[config.mk]
export PLATFORM = sky130hd
export DESIGN_NAME = rom_arbiter
export DESIGN_NICKNAME = d
export VERILOG_FILES = /design/src/rtl/rom_arb_pkg.sv /design/src/rtl/rom_arb_burst_ctr.sv /design/src/rtl/rom_arbiter.sv
export SDC_FILE = /design/constraint.sdc
export NUM_CORES = 1
export LEC_CHECK = 0
export CAP_MARGIN = 30
export CORE_MARGIN = 1.5
export CORE_UTILIZATION = 25
export DETAILED_ROUTE_END_ITERATION = 16
export PLACE_DENSITY = 0.81
export SYNTH_ARGS = -nofsm -noshare
export SYNTH_HDL_FRONTEND = slang
export SYNTH_HIERARCHICAL = 1
export SYNTH_SLANG_ARGS = --single-unit
[constraint.sdc]
create_clock -name clk -period 2.3 [get_ports clk]
set_input_delay 0.46 -clock clk [delete_from_list [all_inputs] [get_ports clk]]
set_output_delay 0.46 -clock clk [all_outputs]
set_load 0.01 [all_outputs]
[src/rtl/rom_arb_pkg.sv]
// Shared constants and grant-owner encoding for the program-ROM arbiter.
package rom_arb_pkg;

    localparam int ROM_ADDR_W = 16;
    localparam int ROM_DATA_W = 16;
    localparam int ROM_DEPTH  = 32768;

    typedef enum logic [1:0] {
        REQ_NONE = 2'b00,
        REQ_I    = 2'b01,
        REQ_D    = 2'b10
    } req_id_t;

endpackage

[src/rtl/rom_arb_burst_ctr.sv]
// Saturating count of consecutive data grants taken while fetch waits.
module rom_arb_burst_ctr #(
    parameter int MAX = 4
) (
    input  logic       clk,
    input  logic       reset,
    input  logic       i_d_gnt,
    input  logic       i_i_req,
    output logic [3:0] o_cnt,
    output logic       o_at_max
);

    localparam logic [3:0] MAX_C = 4'(MAX);

    logic [3:0] r_cnt;

    // Any cycle where fetch is idle or wins clears the run.
    always_ff @(posedge clk) begin
        if (reset) begin
            r_cnt <= 4'd0;
        end else if (i_d_gnt && i_i_req) begin
            r_cnt <= (r_cnt == MAX_C) ? MAX_C : r_cnt + 4'd1;
        end else begin
            r_cnt <= 4'd0;
        end
    end

    assign o_cnt    = r_cnt;
    assign o_at_max = (r_cnt == MAX_C);

endmodule

[src/rtl/rom_arbiter.sv]
// Two-requester arbiter in front of a single-port synchronous program ROM.
module rom_arbiter
    import rom_arb_pkg::*;
#(
    parameter int ADDR_W      = ROM_ADDR_W,
    parameter int DATA_W      = ROM_DATA_W,
    parameter int ROM_DEPTH   = rom_arb_pkg::ROM_DEPTH,
    parameter int D_BURST_MAX = 4
) (
    input  logic              clk,
    input  logic              reset,
    input  logic              i_req,
    input  logic [ADDR_W-1:0] i_addr,
    output logic              i_gnt,
    output logic              i_rvalid,
    input  logic              d_req,
    input  logic [ADDR_W-1:0] d_addr,
    output logic              d_gnt,
    output logic              d_rvalid,
    output logic [DATA_W-1:0] rsp_data,
    output logic              rsp_err,
    output logic [ADDR_W-1:0] rom_addr,
    input  logic [DATA_W-1:0] rom_data,
    output logic [3:0]        busy_cnt
);

    localparam logic [ADDR_W:0] DEPTH_C = (ADDR_W+1)'(ROM_DEPTH);

    logic    w_at_max;
    logic    w_gnt_i;
    logic    w_gnt_d;
    logic    w_oor;
    req_id_t w_owner;
    req_id_t r_owner;
    logic    r_err;

    rom_arb_burst_ctr #(
        .MAX (D_BURST_MAX)
    ) u_burst (
        .clk      (clk),
        .reset    (reset),
        .i_d_gnt  (w_gnt_d),
        .i_i_req  (i_req),
        .o_cnt    (busy_cnt),
        .o_at_max (w_at_max)
    );

    always_comb begin
        w_gnt_d  = 1'b0;
        w_gnt_i  = 1'b0;
        w_owner  = REQ_NONE;
        rom_addr = '0;
        if (!reset) begin
            w_gnt_d = d_req && !(i_req && w_at_max);
            w_gnt_i = i_req && !w_gnt_d;
        end
        unique case (1'b1)
            w_gnt_d: begin
                w_owner  = REQ_D;
                rom_addr = d_addr;
            end
            w_gnt_i: begin
                w_owner  = REQ_I;
                rom_addr = i_addr;
            end
            default: ;
        endcase
        w_oor = (w_owner != REQ_NONE) && ({1'b0, rom_addr} >= DEPTH_C);
    end

    assign i_gnt = w_gnt_i;
    assign d_gnt = w_gnt_d;

    always_ff @(posedge clk) begin
        if (reset) begin
            r_owner <= REQ_NONE;
            r_err   <= 1'b0;
        end else begin
            r_owner <= w_owner;
            r_err   <= w_oor;
        end
    end

    // Gating by reset drops a response whose cycle coincides with reset.
    assign i_rvalid = (r_owner == REQ_I) && !reset;
    assign d_rvalid = (r_owner == REQ_D) && !reset;
    assign rsp_err  = r_err && !reset;
    assign rsp_data = r_err ? '0 : rom_data;

endmodule

Yosys cells after proc, flatten, opt, wreduce, memory -nomap -nowiden
Index checks and enable logic that the tools add are counted.
Widths: inputs -> output; s select.
Storage, ports and cells
  bits in writable memories: 0
  flip-flop bits (word level): 7
  ROM bits: 0
  bits in latches: 0
  input port bits: 52
  memories kept: 0
  logic and storage cells: 30
  output and inout port bits: 41
Operators by class
  $add $sub $neg: 1
  div/mod/pow operators: 0
  shift-type cells: 0
  multiply operators: 0
  bitwise operators: 1
  reductions and logical operators: 14
  equality and inequality tests: 3
  mux-type cells: 6
  order comparisons: 1
Operator list (count)
  $pmux 16 s2: 1
  $ge 16x16->1 const B: 1
  $mux 16: 1
  $logic_and 1x1->1: 8
  $add 4x1->4 const B: 1
  $eq 4x3->1 const B: 1
  $pmux 2 s2: 1
  $logic_not 1->1: 3
  $mux 3: 1
  $reduce_or 3->1: 1
  $eq 2x1->1 const B: 1
  $eq 2x2->1 const B: 1
  $mux 1: 2
  $reduce_bool 2->1: 1
  $reduce_or 2->1: 1
  $not 1->1: 1

Depth between registers and ports, before layout
  depth after elaboration: 10
  mapped depth: 10
  mapped depth without buffers: 9

Hierarchy
Netlist, hierarchy kept.
By module, submodules not included
  rom_arbiter: instances 1, area each 516.7 µm², cells each 70, sequential area each 60.1 µm²
  rom_arb_burst_ctr: instances 1, area each 181.4 µm², cells each 20, sequential area each 80.1 µm²

Worst setup path before layout
No wires, ideal clock.
  kind: register to register
  from: register u_burst.r_cnt[0], in the netlist u_burst/o_cnt[0]
  to: register u_burst.r_cnt[3], in the netlist u_burst/o_cnt[3]
  setup time: 64 ps
  required time: 2236 ps
  path slack: 309 ps
  buffers on the path: 1
  data arrival time: 1926 ps
  cell stages (with the launch flop): 11
  clock period less this slack: 1991 ps
  cell sequence: dfxtp_1 inv_1 ha_1 nand3b_1 inv_1 a21boi_4 buf_6 and2b_1 nand2_1 or3b_1 nor2_1
Between the ends
  cells in the longest elaborated chain, start to end: 8
  elaborated cells between the ends (all ways): 9
  those cells by class: add/sub (1); eq/ne (1); mux (1); bitwise (1); reduce/logical (5)
Ends and longest elaborated chain
  from (decl): line rom_arb_burst_ctr.sv:15  | logic [3:0] r_cnt;
  from (signal assigned): line rom_arb_burst_ctr.sv:22  | r_cnt <= (r_cnt == MAX_C) ? MAX_C : r_cnt + 4'd1;
  $eq 4x3->1: line rom_arb_burst_ctr.sv:29  | assign o_at_max = (r_cnt == MAX_C);
  named net w_at_max: line rom_arbiter.sv:29  | logic w_at_max;
  $logic_and 1x1->1: line rom_arbiter.sv:54  | w_gnt_d = d_req && !(i_req && w_at_max);
  $logic_not 1->1: line rom_arbiter.sv:54
  $logic_and 1x1->1: line rom_arbiter.sv:54
  $mux 1: line rom_arbiter.sv:53  | if (!reset) begin
  named net d_gnt: line rom_arbiter.sv:18  | output logic d_gnt,
  $logic_and 1x1->1: line rom_arb_burst_ctr.sv:21  | end else if (i_d_gnt && i_i_req) begin
  $not 1->1 (no source line)
  $reduce_or 3->1 (no source line)
The timed path passes the listed nets, and every way through them passes these cells.
A chain may end at the register's enable or synchronous reset.

Worst setup path after layout
  from: register u_burst.r_cnt[0], in the netlist u_burst/o_cnt[0]
  to: output rom_addr[0]
Between the ends
  cells in the longest elaborated chain, start to end: 8
  elaborated cells between the ends (all ways): 9
  those cells by class: eq/ne (1); mux (3); reduce/logical (5)
Ends and longest elaborated chain
  $eq 4x3->1 *: line rom_arb_burst_ctr.sv:29
  named net w_at_max: line rom_arbiter.sv:29
  $logic_and 1x1->1 *: line rom_arbiter.sv:54
  $logic_not 1->1 *: line rom_arbiter.sv:54
  $logic_and 1x1->1 *: line rom_arbiter.sv:54
  $logic_not 1->1: line rom_arbiter.sv:55  | w_gnt_i = i_req && !w_gnt_d;
  $logic_and 1x1->1: line rom_arbiter.sv:55
  $mux 1: line rom_arbiter.sv:53
  $pmux 16 s2 *: line rom_arbiter.sv:57  | unique case (1'b1)
  to (decl): line rom_arbiter.sv:22  | output logic [ADDR_W-1:0] rom_addr,
Mark *: on every way through the listed nets, which the timed path passes. The rest lies on a longest branch.

==> results_dict.tcl <==
set metrics [dict create \
    grt_start_max_net_pins 19 \
    hp-class "flop to flop" \
    required_ps 1840 \
    num_rows 18 \
    synthFlopType "dfxtp_1" \
    max-cap-violations 0 \
    worstHoldPathCells 2 \
    p_int_uw 360 \
    grt_remaining_overflow 0 \
    ant_nets 0 \
    async_reset_ff_share_pct 0 \
    cp.arrival_ps 1750 \
    cts_tree "done" \
    status "finished clean" \
    comb_power_share_pct 52.6 \
    tightest_slew_ps 510 \
    hold_violations 0 \
    synth_top_area_share_pct 20.1 \
    final_max_slew_viol_count 0 \
    placed_area_mm2 0.00168 \
    wire_per_inst_um 13.5 \
    dr.pass1.iters 4 \
    fin_cells 222 \
    switching_share_pct 28.2 \
    netlist_top_cells_count "nor2_1, nor2b_1, a32oi_1" \
    critPathLaunchType "flop" \
    syn_area_per_cell_um2 7.76 \
    synth_nets 144 \
    critPathCaptureType "output pin" \
    switching_power_uw 141 \
    diodes 0 \
    clockBufferDepth 2 \
    antenna_found_initial 0 \
    layout_min_cycle_time_ps 2210 \
    synth_most_common_cell "nor2_1" \
    num_io_pins 93 \
    cts_sinks 7 \
    fp.coreArea_mm2 0.00257 \
    die_area_mm2 0.00312 \
    p_leak_nw 0.726 \
    crit_type "flop to output pin" \
    cts_made_buffers 3 \
    hpwl_um 2350 \
    drt-total-wl_um 2990 \
    root_buffer "clkbuf_4" \
    die_y_um 55.8 \
    path_max_fanout 16 \
    yosys-top-cells-area "a32oi_1, dfxtp_1, nor2b_1, nor2_1, buf_6" \
    finalSetupTns_ps 0 \
    routed-via-count 1070 \
    synth_edf_count 0 \
    seqPwrFrac_pct 25.9 \
    nets 247 \
    clk_pin_slew_worst_paths_ps 50 \
    netlist_instances 90 \
    synth.distinct_cells 22 \
    start_util_pct 27.2 \
    synth.yosys.seq_area_share_pct 20.1 \
    fp.dieW_um 55.8 \
    ys_seq_elements 7 \
    powerDensity_mw_per_mm2 290 \
    clock_latency_ps 240 \
    vias_per_cell 4.82 \
    fin_area_mm2 0.00173 \
    peakVddDrop_mv 0.346 \
    gp_congestion 0.869 \
    setup_viol 0 \
    max_freq_mhz 452 \
    port_buffers 92 \
    grt_pass1_wl_um 4550 \
    synth_area_um2 698 \
    ys.warnings.count 6 \
    syn2layout_area_growth_pct 147 \
    h-tree-depth 1 \
    r2r.worst_path.cells 10 \
    holdBufCountCts 0 \
    drt_iter0_drc 60 \
    pwr-share-clk_pct 21.4 \
    drive_gt1_share_pct 20.8 \
    drc_errors 0 \
    synth_top_area_cell "a32oi_1" \
    dp.cells 215 \
    fin_skew_ps 0.553 \
    max_slew_margin_pct 66.0 \
    grt.total_usage_pct 18.0 \
    grt_pass1_vias 1039 \
    fin_crit_sh_pct 96.2 \
]
worst max-delay path, stage by stage (launching register included):
cell and delay [ps]:
dfxtp_2 320, inv_1 40, ha_1 180, nand3b_1 120
inv_2 70, nand2b_4 150, buf_12 150, a32oi_1 190
nor2_1 50, clkdlybuf4s15_1 230
placed cells by master, fill, tap and decap left out, drive strengths merged, types with 2 or more instances in the layout:
master	Yosys	routed
a32oi	16	16
and2b	2	2
buf	5	15
clkbuf	2	16
clkdlybuf4s15	0	4
clkdlybuf4s50	0	71
dfxtp	7	7
dlygate4sd2	0	2
dlymetal6s2s	0	2
ha	2	2
inv	4	4
nand2	2	2
nor2	22	22
nor2b	17	17
nor3b	2	2
power by group through the flow:
stage / sequential (mW) / clock (mW) / combinational (mW)
floorplan: 0.130 / 0 / 0.0914
finish: 0.130 / 0.107 / 0.264
global placement: 0.132 / 0 / 0.264
CTS: 0.130 / 0.114 / 0.261
global route: 0.131 / 0.121 / 0.280
detailed placement: 0.132 / 0 / 0.268
state kept, by name, indices dropped and copies added, names as in the netlist:
signal         cells
u_burst/o_cnt      4
r_err              1
r_owner            2
per-layer routing:
| layer | up-vias | part of all wire, % | wire [µm] | GRT usage (%) |
|---|---|---|---|---|
| met3 | 10 | 10 | 301 | 5.58 |
| met5 | - | 0 | 0 | 0 |
| li1 | 523 | - | - | - |
| met2 | 72 | 47 | 1400 | 33.0 |
| met4 | 0 | 2.5 | 74 | 8.50 |
| met1 | 465 | 40 | 1210 | 18.3 |
through the flow:
stage          hold slack, ps  setup WS (ps)  total power [mW]  utilization, %
6_report                  510           87.4             0.501            67.2
3_3_place_gp              513           -192             0.396            65.6
3_5_place_dp              528           -230             0.401            65.6
2_1_floorplan             480            309             0.221               -
5_1_grt                   542          -4.41             0.531            67.2
4_1_cts                   535           -101             0.504            67.1
worst paths after layout:
kind,start,endpoint,slack (ps)
setup / recovery,u_burst/o_cnt[0],rom_addr[0],90
hold / removal,u_burst/o_cnt[0],u_burst/o_cnt[0],510
setup reg to reg,u_burst/o_cnt[0],u_burst/o_cnt[3],350
hold reg to reg,u_burst/o_cnt[0],u_burst/o_cnt[0],510
cells by family (layout without fill, tap and decap cells):
| logic type | after synthesis | in the layout | share of synthesized area, % |
|---|---|---|---|
| AOI/OAI and AO/OA | 18 | 18 | 23.8 |
| and+or+nand+nor | 49 | 49 | 36.4 |
| adders and majority gates | 2 | 2 | 3.58 |
| xor gates and xnor gates | 2 | 2 | 2.51 |
| buffers and inverters | 12 | 114 | 13.6 |
| DFF | 7 | 7 | 20.1 |
repair_timing:
action	CTS	global route
endpoints found under the hold margin	0	0
pin swaps	0	3
setup endpoints to repair	18	20
setup buffers	2	2
resized for setup	29	34
layout make-up:
type | instances | area, µm²
Clock buffer | 4 | 26.3
Sequential cell | 7 | 143
Tap cell | 30 | 37.5
Fill cell | 219 | 842
Multi-Input combinational cell | 71 | 508
Inverter | 4 | 15.0
Timing Repair Buffer | 106 | 996
Note: power is estimated with default switching activity, not from simulation.
